**config.mk**
```make
export PLATFORM = sky130hd
export DESIGN_NAME = apb_master
export DESIGN_NICKNAME = d
export VERILOG_FILES = /design/src/rtl/apb_master.sv
export SDC_FILE = /design/constraint.sdc
export NUM_CORES = 1
export LEC_CHECK = 0
export BUFFER_PORTS_ARGS = -buffer_cell sky130_fd_sc_hd__buf_4
export CORE_MARGIN = 4
export CORE_UTILIZATION = 45
export CTS_BUF_LIST = sky130_fd_sc_hd__clkbuf_8 sky130_fd_sc_hd__clkbuf_16
export DETAILED_ROUTE_END_ITERATION = 6
export GPL_TIMING_DRIVEN = 0
export PLACE_DENSITY_LB_ADDON = 0.2
export SETUP_SLACK_MARGIN = 0.2
export SLEW_MARGIN = 20
export SYNTH_ARGS = -nofsm -noshare
export SYNTH_HDL_FRONTEND = slang
export SYNTH_SLANG_ARGS = --single-unit
```
**constraint.sdc**
```tcl
create_clock -name PCLK -period 2.7 [get_ports PCLK]
set_input_delay 0.675 -clock PCLK [delete_from_list [all_inputs] [get_ports PCLK]]
set_output_delay 0.675 -clock PCLK [all_outputs]
set_load 0.02 [all_outputs]
```
**src/rtl/apb_master.sv**
```systemverilog
// APB requester: takes one command at a time, runs the APB SETUP/ACCESS
// sequence, and returns the result through a valid/ready response port.
// An ACCESS phase that is still waiting after TIMEOUT_CYCLES cycles is
// abandoned and reported with both the error and timeout flags set.
module apb_master #(
  parameter int unsigned TIMEOUT_CYCLES = 16
) (
  input  logic        PCLK,
  input  logic        PRESET,

  // Command port
  input  logic        cmd_valid,
  output logic        cmd_ready,
  input  logic        cmd_write,
  input  logic [31:0] cmd_addr,
  input  logic [31:0] cmd_wdata,

  // Response port
  output logic        rsp_valid,
  input  logic        rsp_ready,
  output logic [31:0] rsp_rdata,
  output logic        rsp_err,
  output logic        rsp_timeout,

  // APB requester side
  output logic        PSEL,
  output logic        PENABLE,
  output logic        PWRITE,
  output logic [31:0] PADDR,
  output logic [31:0] PWDATA,
  input  logic [31:0] PRDATA,
  input  logic        PREADY,
  input  logic        PSLVERR
);

  typedef enum logic [1:0] {
    IDLE   = 2'd0,
    SETUP  = 2'd1,
    ACCESS = 2'd2,
    RESP   = 2'd3
  } state_t;

  // The limit is compared against an 8-bit cycle counter.
  localparam logic [7:0] TIMEOUT_LIMIT = 8'(TIMEOUT_CYCLES);

  state_t     state;
  state_t     state_next;
  logic [7:0] access_count;

  logic       cmd_accept;
  logic       access_done;
  logic       access_expired;

  // Event decode shared by the state register and the datapath registers.
  always_comb begin
    // NOTE: every always_comb output gets a default before any branch, so no
    // path can leave a signal unassigned and infer a latch.
    cmd_accept     = 1'b0;
    access_done    = 1'b0;
    access_expired = 1'b0;
    if (state == IDLE) begin
      cmd_accept = cmd_valid;
    end
    if (state == ACCESS) begin
      // A completer that finishes on the timeout cycle wins over the timeout.
      access_done    = PREADY;
      access_expired = !PREADY && ((access_count + 8'd1) == TIMEOUT_LIMIT);
    end
  end

  // Next-state logic.
  always_comb begin
    state_next = state;
    unique case (state)
      IDLE: begin
        if (cmd_accept) begin
          state_next = SETUP;
        end
      end
      SETUP: begin
        state_next = ACCESS;
      end
      ACCESS: begin
        if (access_done || access_expired) begin
          state_next = RESP;
        end
      end
      RESP: begin
        if (rsp_ready) begin
          state_next = IDLE;
        end
      end
      default: begin
        state_next = IDLE;
      end
    endcase
  end

  // State register; reset abandons any transfer in flight without a response.
  always_ff @(posedge PCLK) begin
    // NOTE: clocked state is written with non-blocking assignments so every
    // register samples the pre-edge values, independent of statement order.
    if (PRESET) begin
      state <= IDLE;
    end else begin
      state <= state_next;
    end
  end

  // Control outputs are pure decodes of the state.
  always_comb begin
    cmd_ready = (state == IDLE);
    PSEL      = (state == SETUP) || (state == ACCESS);
    PENABLE   = (state == ACCESS);
    rsp_valid = (state == RESP);
  end

  // Address, write data and direction are captured only when a command is
  // taken, so they stay stable through SETUP/ACCESS and hold afterwards.
  always_ff @(posedge PCLK) begin
    if (PRESET) begin
      PWRITE <= 1'b0;
      PADDR  <= '0;
      PWDATA <= '0;
    end else if (cmd_accept) begin
      PWRITE <= cmd_write;
      PADDR  <= cmd_addr;
      PWDATA <= cmd_wdata;
    end
  end

  // ACCESS cycle counter: cleared as SETUP is entered, advanced each ACCESS cycle.
  always_ff @(posedge PCLK) begin
    if (PRESET) begin
      access_count <= '0;
    end else if (cmd_accept) begin
      access_count <= '0;
    end else if (state == ACCESS) begin
      access_count <= access_count + 8'd1;
    end
  end

  // Response registers load only at the edge that leaves ACCESS and then
  // hold until the next transfer completes.
  always_ff @(posedge PCLK) begin
    if (PRESET) begin
      rsp_rdata   <= '0;
      rsp_err     <= 1'b0;
      rsp_timeout <= 1'b0;
    end else if (access_done) begin
      rsp_rdata   <= PWRITE ? 32'h0 : PRDATA;
      rsp_err     <= PSLVERR;
      rsp_timeout <= 1'b0;
    end else if (access_expired) begin
      rsp_rdata   <= '0;
      rsp_err     <= 1'b1;
      rsp_timeout <= 1'b1;
    end
  end

endmodule

```
==> metrics, run 1 <==
Routed Antenna Nets 0; fmax 0.463 GHz; layout cells sized above 1 a little over a third; Sinks on Clock Net around 110; worst skew pair latency 0.36 ns; WP data arrival about 2.5 ns; die width 101 um; final std cells w/o fill 763; Slew Limit Fails 0; die height 101 um; slew of the pin with the lowest slew margin 0.653 ns; unrepaired setup endpoints after global routing no; GRT Residual Overflow 0; Initial DRC Count 84; Hold Path End PWDATA[4]; hold_sp PWDATA[4]; routability congestion estimate 0.828; worst-path maximum fanout 5; HPWL Detailed around 8600 um; pwr/cell area roughly 800 nW/um^2; setup_tns 0 ns; Mean Syn Cell Area 8.92 sq um; global-route usage over all layers 21.1%; #FFs+latches synth 109; Synth cell types 34; Worst IR Drop VDD 0.498 mV; Slew headroom 56.2%; FF-to-FF setup slack 0.54 ns; clk buf depth 2; placed cells 747; starting density of the core 46.8%; CTS tree done; Max Cap Violations 0; boundary pin count approximately 210; total CTS buffers 9; die area a little over 10,000 sq um; worst min path class reg -> reg; initial antenna violation count 0; H-tree depth 3; CP Launch Type flop; WHS Path Cells 2; first-pass GRT wire length 17,200 um; drt pass-1 iters 4; Setup Fix Bufs, Post-CTS 0; worst flop-to-flop path startpoint state[1]; final worst-path cycle share approximately four fifths; hold buffers post-CTS 0; DR WL/cell 14.7 um; Leak roughly 2.6 nW; total core area roughly 8300 sq um; post-synthesis sequential area ratio 55.9%; clk slew on worst S/H paths 0.10 ns; vias per inst 4.99; final setup fails 0; Area Growth Syn to Fin 47.2%; outcome finished, final reports clean; nets@finish 761; PortBufs 204; FF-to-FF path depth 7; Diodes inserted 0; CP Capture Type flop; num rows 33; cells after synthesis 438; Root Driver clkbuf_8; number of global-route vias before repair 3,684; vias 3,804; # DRC 0; Clock Skew 0.00750 ns; fin crit period 2.16 ns; number of gates resized after cts 0; Reg2Reg Capture Point state[1]; synthesized cell area 3910 sq um; synthesis warning total 0; crit path kind reg -> reg; synthesized net count approximately 550; CP Data Required Time 2.99 ns; final wirelength 11,200 um; Hold Fails Final Rpt 0; largest net degree at the start of global routing 19
state kept, by name, summed over array words and instances (netlist names):
name	flops
PWRITE	1
rsp_err	1
access_count	8
PWDATA	32
rsp_rdata	32
PADDR	32
rsp_timeout	1
state	2
cell usage after synthesis:
library cell	count	share of area (%)
o21a_1	1	0.19
dfxtp_1	109	56
a2111oi_2	1	0.38
nor2_1	10	0.96
a21oi_1	69	8.8
ha_1	5	1.6
nor3_1	3	0.38
o21ai_0	4	0.51
nor3b_1	1	0.19
inv_1	3	0.29
or3_1	2	0.32
nor2b_1	2	0.32
o211a_1	1	0.26
xnor2_1	3	0.67
mux2i_1	2	0.51
nand4_1	2	0.32
o2111ai_2	1	0.38
xor2_1	4	0.90
nand2b_1	3	0.48
a22o_1	32	7.2
a211oi_1	1	0.19
and2_1	1	0.16
clkbuf_1	23	2.2
nand3_1	5	0.64
o41ai_2	1	0.42
buf_2	1	0.13
nand4b_1	1	0.22
nor4b_1	1	0.22
and2b_2	1	0.22
nand2_1	136	13
buf_6	3	0.86
buf_1	4	0.38
nand3b_1	1	0.19
a211oi_4	1	0.51
report_power, final:
part           switching (mW)  internal (mW)
combinational            1.03          0.709
clock                   0.540          0.370
sequential              0.145           1.86
worst max-delay path by stage:
stage / to / start / cells after the start / slack, ns
after global placement: rsp_rdata[20] / PRESET / 4 / 0.39
after detailed placement: rsp_rdata[20] / PRESET / 4 / 0.38
final: state[1] / state[1] / 7 / 0.54
after floorplan: state[1] / state[0] / 8 / 0.64
after CTS: state[1] / state[1] / 7 / 0.53
after global routing: PWRITE / state[0] / 7 / 0.37
placed cells by master (no fill, tap or decap), types with 2 or more instances in the layout:
cell type	synthesis	layout
buf_6	3	3
buf_4	0	204
nand2b_1	3	3
clkbuf_8	0	10
inv_1	3	3
xor2_1	4	4
nand4_1	2	2
inv_6	0	3
nor3_1	3	3
xnor2_1	3	3
ha_1	5	5
clkinv_2	0	2
nand3_1	5	5
nor2_1	10	10
or3_1	2	2
a22o_1	32	32
mux2i_1	2	2
dfxtp_1	109	109
a21oi_1	69	69
nand2_1	136	136
buf_1	4	4
nor2b_1	2	2
o21ai_0	4	4
clkbuf_1	23	23
critical path, cell delays in order (launching register included):
cell	delay, ns
dfxtp_1	0.40
ha_1	0.32
and2b_2	0.23
nand3_1	0.10
o41ai_2	0.25
nor3b_1	0.10
a2111oi_2	0.47
mux2i_1	0.23
routing by layer:
metal / share of wire (%) / up-vias / global-route usage [%]
li1: - / 1901 / -
met2: 47 / 164 / 35.3
met5: 0 / - / 0
met4: 1.6 / 0 / 6.44
met3: 11 / 16 / 8.40
met1: 40 / 1723 / 25.1
metrics by stage:
step / instance area (sq um) / worst slack [ns] / utilization (%) / hold WS (ns) / power, mW
after detailed placement: 5570 / 0.383 / 66.8 / 0.447 / 3.80
after global placement: 5570 / 0.394 / 66.8 / 0.441 / 3.75
after global routing: 5750 / 0.369 / 69.0 / 0.475 / 4.95
after CTS: 5750 / 0.531 / 69.0 / 0.462 / 4.71
final: 5750 / 0.538 / 69.0 / 0.460 / 4.65
after floorplan: 3910 / 0.644 / - / 0.469 / 3.04
kinds of logic after synthesis:
| group | share of synthesized area [%] |
|---|---|
| mux | 0.513 |
| flops | 55.9 |
| simple gates | 17.7 |
| fa+ha+maj | 1.60 |
| xor+xnor | 1.57 |
| compound gates | 18.9 |
| buf+inv | 3.88 |
final cells by class:
class / instances / area [sq um]
well taps: 105 / 131
plain buffers: 31 / 140
inverters: 3 / 11.3
clock inverters: 6 / 45.0
flip-flops and latches: 109 / 2180
clock buffers: 10 / 138
multi-input cells: 295 / 1570
repair buffers: 204 / 1530
fillers: 673 / 2590
Power figures use the tool's default switching activity.
==> run 2: changes to the inputs <==
clock period = 2 ns   (was 2.7 ns; I/O delays follow)
==> run 2 against run 1 <==
Design area up 4.3%. Non-clock buffer count up 8. Combinational power up 47%. Clock-buffer cell count unchanged. Core utilization up 3.0 points. Critical path depth up 2. Via count up 2.0%. Global-route usage up 1.1 points. Clock skew up 0.0038 ns. Setup slack worse by 0.51 ns. Critical endpoint is now rsp_rdata[2]. Largest power group unchanged.
==> metrics, run 2 (synthesized netlist as in run 1, its figures left out) <==
Clock Skew 0.0113 ns; Max Cap Violations 0; Hold Fails Final Rpt 0; vias 3,879; FF-to-FF setup slack ~0.026 ns; fin crit period 1.97 ns; final setup fails 0; # DRC 0; crit path kind reg -> reg; die width a little over 100 um; placed inst area 5590 sq um; CP Launch Type flop; most common cell after layout, fill and taps aside buf_4; PortBufs 204; global-route usage over all layers 22.3%; Root Driver clkbuf_8; Diodes inserted 0; drt pass-1 iters 4; WP data arrival 2.27 ns; first-pass GRT wire length between 15,000 and 20,000 um; num rows 33; final worst-path cycle share approximately 100%; die height 101 um; Leak 2.72 nW; CTS tree done; initial antenna violation count 0; final std cells w/o fill 771; crit path launch state[0]; fin area 6000 sq um; routability congestion estimate 0.795; Initial DRC Count 122; boundary pin count ~210; slew of the pin with the lowest slew margin 0.655 ns; largest net degree at the start of global routing 19; starting density of the core 46.8%; outcome finished, final reports clean; Routed Antenna Nets 0; number of global-route vias before repair around 3.8k; WHS Path Cells 2; worst flop-to-flop path startpoint state[0]; placed cells 747; CP Data Required Time around 2.3 ns; fmax 0.506 GHz; worst-path maximum fanout 10; Sinks on Clock Net 109; nets@finish just under 800; CP Capture Type flop; DR WL/cell approximately 15 um; Area Growth Syn to Fin 53.6%; pwr/cell area 1130 nW/um^2; Regs by FF count PADDR (32), PWDATA (32), rsp_rdata (32); worst skew pair latency 0.36 ns; vias per inst 5.03; final wirelength between 10,000 and 15,000 um; H-tree depth 3; worst min path class in -> reg; clk buf depth 2; total core area approximately 8300 sq um; layout cells sized above 1 39.6%; Slew Limit Fails 0; Slew headroom 56.0%; HPWL Detailed around 8900 um; total CTS buffers 9; Util after Layout 71.9%; hold_sp PRDATA[21]; most frequent cells in the layout 211 x buf_4, 136 x nand2_1, 103 x dfxtp_1; die area roughly 10,000 sq um; Worst IR Drop VDD 0.643 mV; unrepaired setup endpoints after global routing yes; FF-to-FF path depth 9; clk slew on worst S/H paths 0.10 ns; GRT Residual Overflow 0
[run 2: report_power, final]
part,switching [mW],internal (mW)
Clock,0.741,0.751
Combinational,1.43,1.12
Sequential,0.207,2.53
[run 2: critical path: stages, from the launching register on]
cell and delay (ns):
dfxtp_2 0.35, inv_2 0.05, ha_4 0.16, and2b_2 0.23
o2111ai_4 0.12, o41ai_4 0.13, o211a_1 0.19, a211oi_4 0.37
buf_6 0.20, a22o_1 0.13
[run 2: stage by stage]
step	power [mW]	setup slack, ns	hold slack, ns	TNS (ns)
after CTS	6.69	0.0734	0.341	0
after floorplan	4.14	0.194	0.461	0
final	6.78	0.0256	0.356	0
after global placement	5.08	-0.0871	0.442	-3.61
after global routing	7.17	-0.102	0.335	-2.38
after detailed placement	5.16	-0.147	0.447	-5.66
[run 2: metal layers]
layer / global-route usage (%) / routed length, um / up-vias
met4: 8.38 / 223 / 0
li1: - / - / 1920
met3: 7.51 / 1220 / 17
met1: 26.1 / 4620 / 1766
met2: 37.8 / 5690 / 176
met5: 0 / 0 / -
[run 2: final timing paths]
check | end
min reg2reg | PADDR[16]
max reg2reg | rsp_rdata[2]
min | rsp_rdata[21]
max | rsp_rdata[2]
[run 2: layout make-up]
cell class | instances | area, sq um
multi-input combinational | 295 | 1660
timing repair buffer | 212 | 1600
clock buffer | 10 | 138
clock inverter | 6 | 95.1
sequential | 109 | 2200
tap | 105 | 131
fill | 647 | 2340
buffer | 31 | 176
inverter | 3 | 11.3
[run 2: timing repair]
item                                    4_1_cts  5_1_grt
endpoints found under the setup margin       84       83
setup buffers                                 6        2
hold buffers                                  0        0
pin swaps                                     3        3
gates cloned                                  0        0
resized for setup                            15       36
